`src/rtl/reg_file_pkg.sv`:
```
// Shared defaults for the scoreboarded register file.
// Register index 0 is hardwired to zero and carries no pending state.
package reg_file_pkg;
    localparam int unsigned DEF_DATA_W = 32;
    localparam int unsigned DEF_ADDR_W = 5;
    localparam int unsigned DEF_NUM_RD = 2;
    localparam int unsigned DEF_CNT_W  = 2;
    localparam int unsigned ZERO_REG   = 0;
endpackage

```
`src/rtl/pend_counter.sv`:
```
// Saturating up/down counter of outstanding writes to one register.
// Clear wins; simultaneous inc and dec holds; dec at zero pulses underflow.
module pend_counter #(
    parameter int unsigned CNT_W = 2
) (
    input  logic             clk,
    input  logic             rst,
    input  logic             i_inc,
    input  logic             i_dec,
    input  logic             i_clr,
    output logic [CNT_W-1:0] o_cnt,
    output logic             o_sat,
    output logic             o_underflow
);
    localparam logic [CNT_W-1:0] CntMax = '1;

    logic [CNT_W-1:0] r_cnt;

    always_ff @(posedge clk or negedge rst) begin
        if (!rst) begin
            r_cnt <= '0;
        end else if (i_clr) begin
            r_cnt <= '0;
        end else if (i_inc && !i_dec && (r_cnt != CntMax)) begin
            r_cnt <= r_cnt + CNT_W'(1);
        end else if (i_dec && !i_inc && (r_cnt != '0)) begin
            r_cnt <= r_cnt - CNT_W'(1);
        end
    end

    assign o_cnt       = r_cnt;
    assign o_sat       = (r_cnt == CntMax);
    // A flush is not a protocol error even if a stray writeback coincides.
    assign o_underflow = i_dec && !i_clr && (r_cnt == '0);
endmodule

```
`src/rtl/reg_file_sb.sv`:
```
// Multi-port register file with write bypass and per-register pending-write
// scoreboard that stalls issue on RAW and counter-overflow hazards.
module reg_file_sb
    import reg_file_pkg::*;
#(
    parameter int unsigned DATA_W = DEF_DATA_W,
    parameter int unsigned ADDR_W = DEF_ADDR_W,
    parameter int unsigned NUM_RD = DEF_NUM_RD,
    parameter int unsigned CNT_W  = DEF_CNT_W
) (
    input  logic                     clk,
    input  logic                     rst,
    input  logic                     wr_en,
    input  logic [ADDR_W-1:0]        wr_addr,
    input  logic [DATA_W-1:0]        wr_data,
    input  logic [NUM_RD*ADDR_W-1:0] rd_addr,
    output logic [NUM_RD*DATA_W-1:0] rd_data,
    input  logic [NUM_RD-1:0]        rd_used,
    input  logic                     iss_valid,
    input  logic [ADDR_W-1:0]        iss_dest,
    input  logic                     flush,
    output logic                     stall,
    output logic                     err
);
    localparam int unsigned       DEPTH = 2 ** ADDR_W;
    localparam logic [ADDR_W-1:0] ZERO  = ADDR_W'(ZERO_REG);

    logic [DATA_W-1:0] r_regs [DEPTH];
    logic [CNT_W-1:0]  w_cnt  [DEPTH];
    logic [DEPTH-1:0]  w_sat;
    logic [DEPTH-1:0]  w_unf;
    logic              w_wb;
    logic              w_accept;
    logic              w_src_haz;
    logic              w_dest_haz;
    logic              r_err;

    assign w_wb = wr_en && (wr_addr != ZERO);

    always_ff @(posedge clk or negedge rst) begin
        if (!rst) begin
            for (int i = 0; i < DEPTH; i++) r_regs[i] <= '0;
        end else if (w_wb) begin
            r_regs[wr_addr] <= wr_data;
        end
    end

    for (genvar k = 0; k < NUM_RD; k++) begin : g_rd
        logic [ADDR_W-1:0] w_ra;
        assign w_ra = rd_addr[k*ADDR_W +: ADDR_W];
        assign rd_data[k*DATA_W +: DATA_W] = (w_ra == ZERO)                  ? '0      :
                                             (wr_en && (wr_addr == w_ra))    ? wr_data :
                                                                               r_regs[w_ra];
    end

    for (genvar r = 0; r < DEPTH; r++) begin : g_cnt
        if (r == 0) begin : g_zero
            assign w_cnt[r] = '0;
            assign w_sat[r] = 1'b0;
            assign w_unf[r] = 1'b0;
        end else begin : g_reg
            pend_counter #(
                .CNT_W (CNT_W)
            ) u_pend (
                .clk         (clk),
                .rst         (rst),
                .i_inc       (w_accept && (iss_dest == ADDR_W'(r))),
                .i_dec       (wr_en && (wr_addr == ADDR_W'(r))),
                .i_clr       (flush),
                .o_cnt       (w_cnt[r]),
                .o_sat       (w_sat[r]),
                .o_underflow (w_unf[r])
            );
        end
    end

    always_comb begin
        logic [ADDR_W-1:0] w_a;
        w_a       = ZERO;
        w_src_haz = 1'b0;
        for (int k = 0; k < NUM_RD; k++) begin
            w_a = rd_addr[k*ADDR_W +: ADDR_W];
            // The last outstanding write landing this cycle is covered by the bypass.
            if (rd_used[k] && (w_a != ZERO) && (w_cnt[w_a] != '0) &&
                !(wr_en && (wr_addr == w_a) && (w_cnt[w_a] == CNT_W'(1)))) begin
                w_src_haz = 1'b1;
            end
        end
        w_dest_haz = (iss_dest != ZERO) && w_sat[iss_dest] &&
                     !(wr_en && (wr_addr == iss_dest));
    end

    assign stall    = iss_valid && !flush && (w_src_haz || w_dest_haz);
    assign w_accept = iss_valid && !flush && !stall;

    always_ff @(posedge clk or negedge rst) begin
        if (!rst) begin
            r_err <= 1'b0;
        end else if (|w_unf) begin
            r_err <= 1'b1;
        end
    end

    assign err = r_err;
endmodule

```
`config.mk`:
```
export PLATFORM = sky130hd
export DESIGN_NAME = reg_file_sb
export DESIGN_NICKNAME = d
export VERILOG_FILES = /design/src/rtl/reg_file_pkg.sv /design/src/rtl/pend_counter.sv /design/src/rtl/reg_file_sb.sv
export SDC_FILE = /design/constraint.sdc
export NUM_CORES = 2
export LEC_CHECK = 0
export ABC_CLOCK_PERIOD_IN_PS = 4800
export CORE_ASPECT_RATIO = 0.5
export CORE_UTILIZATION = 45
export DETAILED_ROUTE_END_ITERATION = 10
export GPL_TIMING_DRIVEN = 0
export PLACE_DENSITY = 0.64
export SLEW_MARGIN = 20
export SYNTH_ARGS = -nofsm -noshare
export SYNTH_HDL_FRONTEND = slang
export SYNTH_SLANG_ARGS = --single-unit
```
`constraint.sdc`:
```
create_clock -name clk -period 4.8 [get_ports clk]
set_input_delay 0.96 -clock clk [delete_from_list [all_inputs] [get_ports clk]]
set_output_delay 0.96 -clock clk [all_outputs]
set_load 0.02 [all_outputs]
```
==> metrics <==
initial core utilization=0.457; number of cell rows=94; register bit total from synthesis=1087; clk_skew=53.9 ps; H-tree levels=3; Core ar.=132000 µm²; top cell type's share of synthesized area=0.449; final wirelength=between 200 and 250 mm; Pwr per Cell Area=392 nW/µm²; vias in the first global route=47.6k; post-synthesis cell area=~61000 µm²; Worst Hold Margin=87.9 ps; nets=5326; dominant cell by count in the synthesized netlist=nand2_1; drt drc=0; startpoint types=input pin; max_slew headroom=0.148; Slew Limit Fails=0; number of synthesized flops with an enable pin=0; P&R area growth vs syn=14.6%; Fin. Hold Viols=0; CTS tree=done; Crit Path Max Fanout=10; post-synthesis async set-or-reset flop share=1.00; worst r2r src=g_cnt[8].g_reg.u_pend.o_cnt[0]; Routed wire per std cell=between 30 and 40 µm; fin util=0.524; via count=between 40k and 50k; clk sink count=~1.1k; yosys warns=0; antenna-violating nets left=0; Via density=around 6.7; worst path required time=3840 ps; Max rail drop VDD=306 µV; post-synthesis sequential area ratio=0.449; Critical Path AT=slightly below 4000 ps; Reg clk slew, reported paths=70 ps; largest net degree at the start of global routing=150; Cells after Synth=slightly above 5k; crit path launch=rd_addr[0]; Hold Path Class=input pin to async pin; Critical path destination=rd_data[20]; initial antenna violation count=7; Yosys top cell by area=dfrtp_1; final setup fails=2; syn_nets=5095; RSZ-0062 raised after global routing=true; outcome=finished with violations; clock tree buffer depth=3; violated checks=setup timing; maxcap violations=0; setup TNS=-14.6 ps; P_leak=30.9 nW; Reg2Reg Depth=10; DP Area=64100 µm²; ys flop type=dfrtp_1; first-pass GRT wire length=337 mm; TritonCTS buffer count=slightly above 100; reg2reg end=g_cnt[7].g_reg.u_pend.o_cnt[0]; fmax=208 MHz; GPL Wtd Cong=0.981; top area cells in the synthesized netlist=dfrtp_1, mux4_2, mux2_2, nand2_1, clkbuf_1; drt first pass iters=8; initial DRC count=7095; Multi-input gate area=31500 µm²; Synth top cells by count=nand2_1, dfrtp_1, mux4_2; R2R setup slack=1120 ps; Setup crit end kind=output port; final worst slack=-12.8 ps; minimum clock period=about 4800 ps; post-synth cell types=68; DIE AREA=136000 µm²; worst skew pair latency=760 ps; FILL cells=11.2k; syn_area_per_cell=12.0 µm²; Crit Path Category=input pin to output port; sequential cell area=about 27000 µm²; share of layout cells above drive strength 1=0.310; DPL Wire Length=approximately 170 mm; Ports=125; GR Overflow Total=0; Chip Width=521 µm; fraction of the cycle the final worst path needs=1.00; Finished Cell Area=69400 µm²; port bufs=109; Clock Root Buffer=clkbuf_16; Die Span Y=261 µm; Least-Margin Pin Slew=1280 ps; GR Util All Layers=0.349
-- worst min path at each step --
stage | from | end | slack [ps]
finish | rst | r_regs[410] | 90
global route | rst | r_regs[410] | 100
CTS | rst | r_regs[410] | 80
detailed placement | r_regs[997] | r_regs[997] | 470
global placement | r_regs[1014] | r_regs[1014] | 450
floorplan | r_regs[1000] | r_regs[1000] | 440
-- state kept, by name, summed over array words and instances (netlist names) --
signal                    cells
r_regs                     1024
err                           1
g_cnt.g_reg.u_pend.o_cnt     62
-- per-stage QoR --
step	setup slack, ps	power (mW)	std cells
2_1_floorplan	411	15.9	5036
3_3_place_gp	-45520	18.0	6921
3_5_place_dp	-2390	18.3	6930
4_1_cts	-16.5	27.0	7125
5_1_grt	-3.44	28.1	7126
6_report	-12.8	27.2	7130
-- cell usage in the layout (no fill, tap or decap), drive strengths merged, types with 51 or more instances in the layout --
master / Yosys / routed
a211oi: 73 / 73
a21oi: 73 / 73
buf: 112 / 138
clkbuf: 395 / 548
dfrtp: 1087 / 1087
mux2: 523 / 523
mux2i: 82 / 82
mux4: 660 / 660
nand2: 1521 / 1521
nor2: 110 / 110
nor3: 67 / 67
o21ai: 51 / 51
-- cell families (layout without fill, tap and decap cells) --
kind of cell,count (synthesis),after routing,share of synthesized area
and+or+nand+nor,1817,1817,0.119
buffers and inverters,530,843,0.0349
xor gates and xnor gates,39,39,0.00564
DFF,1087,1087,0.449
muxes,1265,1265,0.356
other,0,5,0
AOI/OAI and AO/OA,298,298,0.0343
-- area by class of cell --
class / count / area share
antenna: 5 / 0.000180
buffer: 504 / 0.0483
clock buffer: 154 / 0.0441
clock inverter: 33 / 0.00685
inverter: 23 / 0.00124
multi-input combinational: 3419 / 0.454
sequential: 1087 / 0.392
tap: 1776 / 0.0320
timing repair buffer: 129 / 0.0208
-- power by group --
| group | leakage (nW) | switching (mW) | internal, mW |
|---|---|---|---|
| clock network | 1.73 | 3.95 | 4.81 |
| registers | 14.1 | 1.23 | 10.8 |
| logic | 15.1 | 3.06 | 3.39 |
-- worst max-delay path, cell delays in order --
cell and delay [ps]:
buf_4 180, buf_6 200, buf_12 190, buf_12 200, buf_8 220, mux4_2 550
mux4_2 560, mux2i_2 290, a211oi_1 120, clkdlybuf4s15_1 340
-- what timing repair did --
action	4_1_cts	5_1_grt
gates resized for setup	614	46
pin swaps	3	1
endpoints found under the setup margin	65	52
cloned	4	0
endpoints found under the hold margin	0	0
buffers inserted	5	1
hold buffers	0	0
-- per-layer routing --
layer  GRT usage  up-vias  wire, µm
met1       0.469    24900     89100
met5           0        -       151
met4       0.162       10     11900
li1            -    18700         -
met3       0.145      736     36100
met2       0.492     3574     98900
Note: power is estimated with default switching activity, not from simulation.
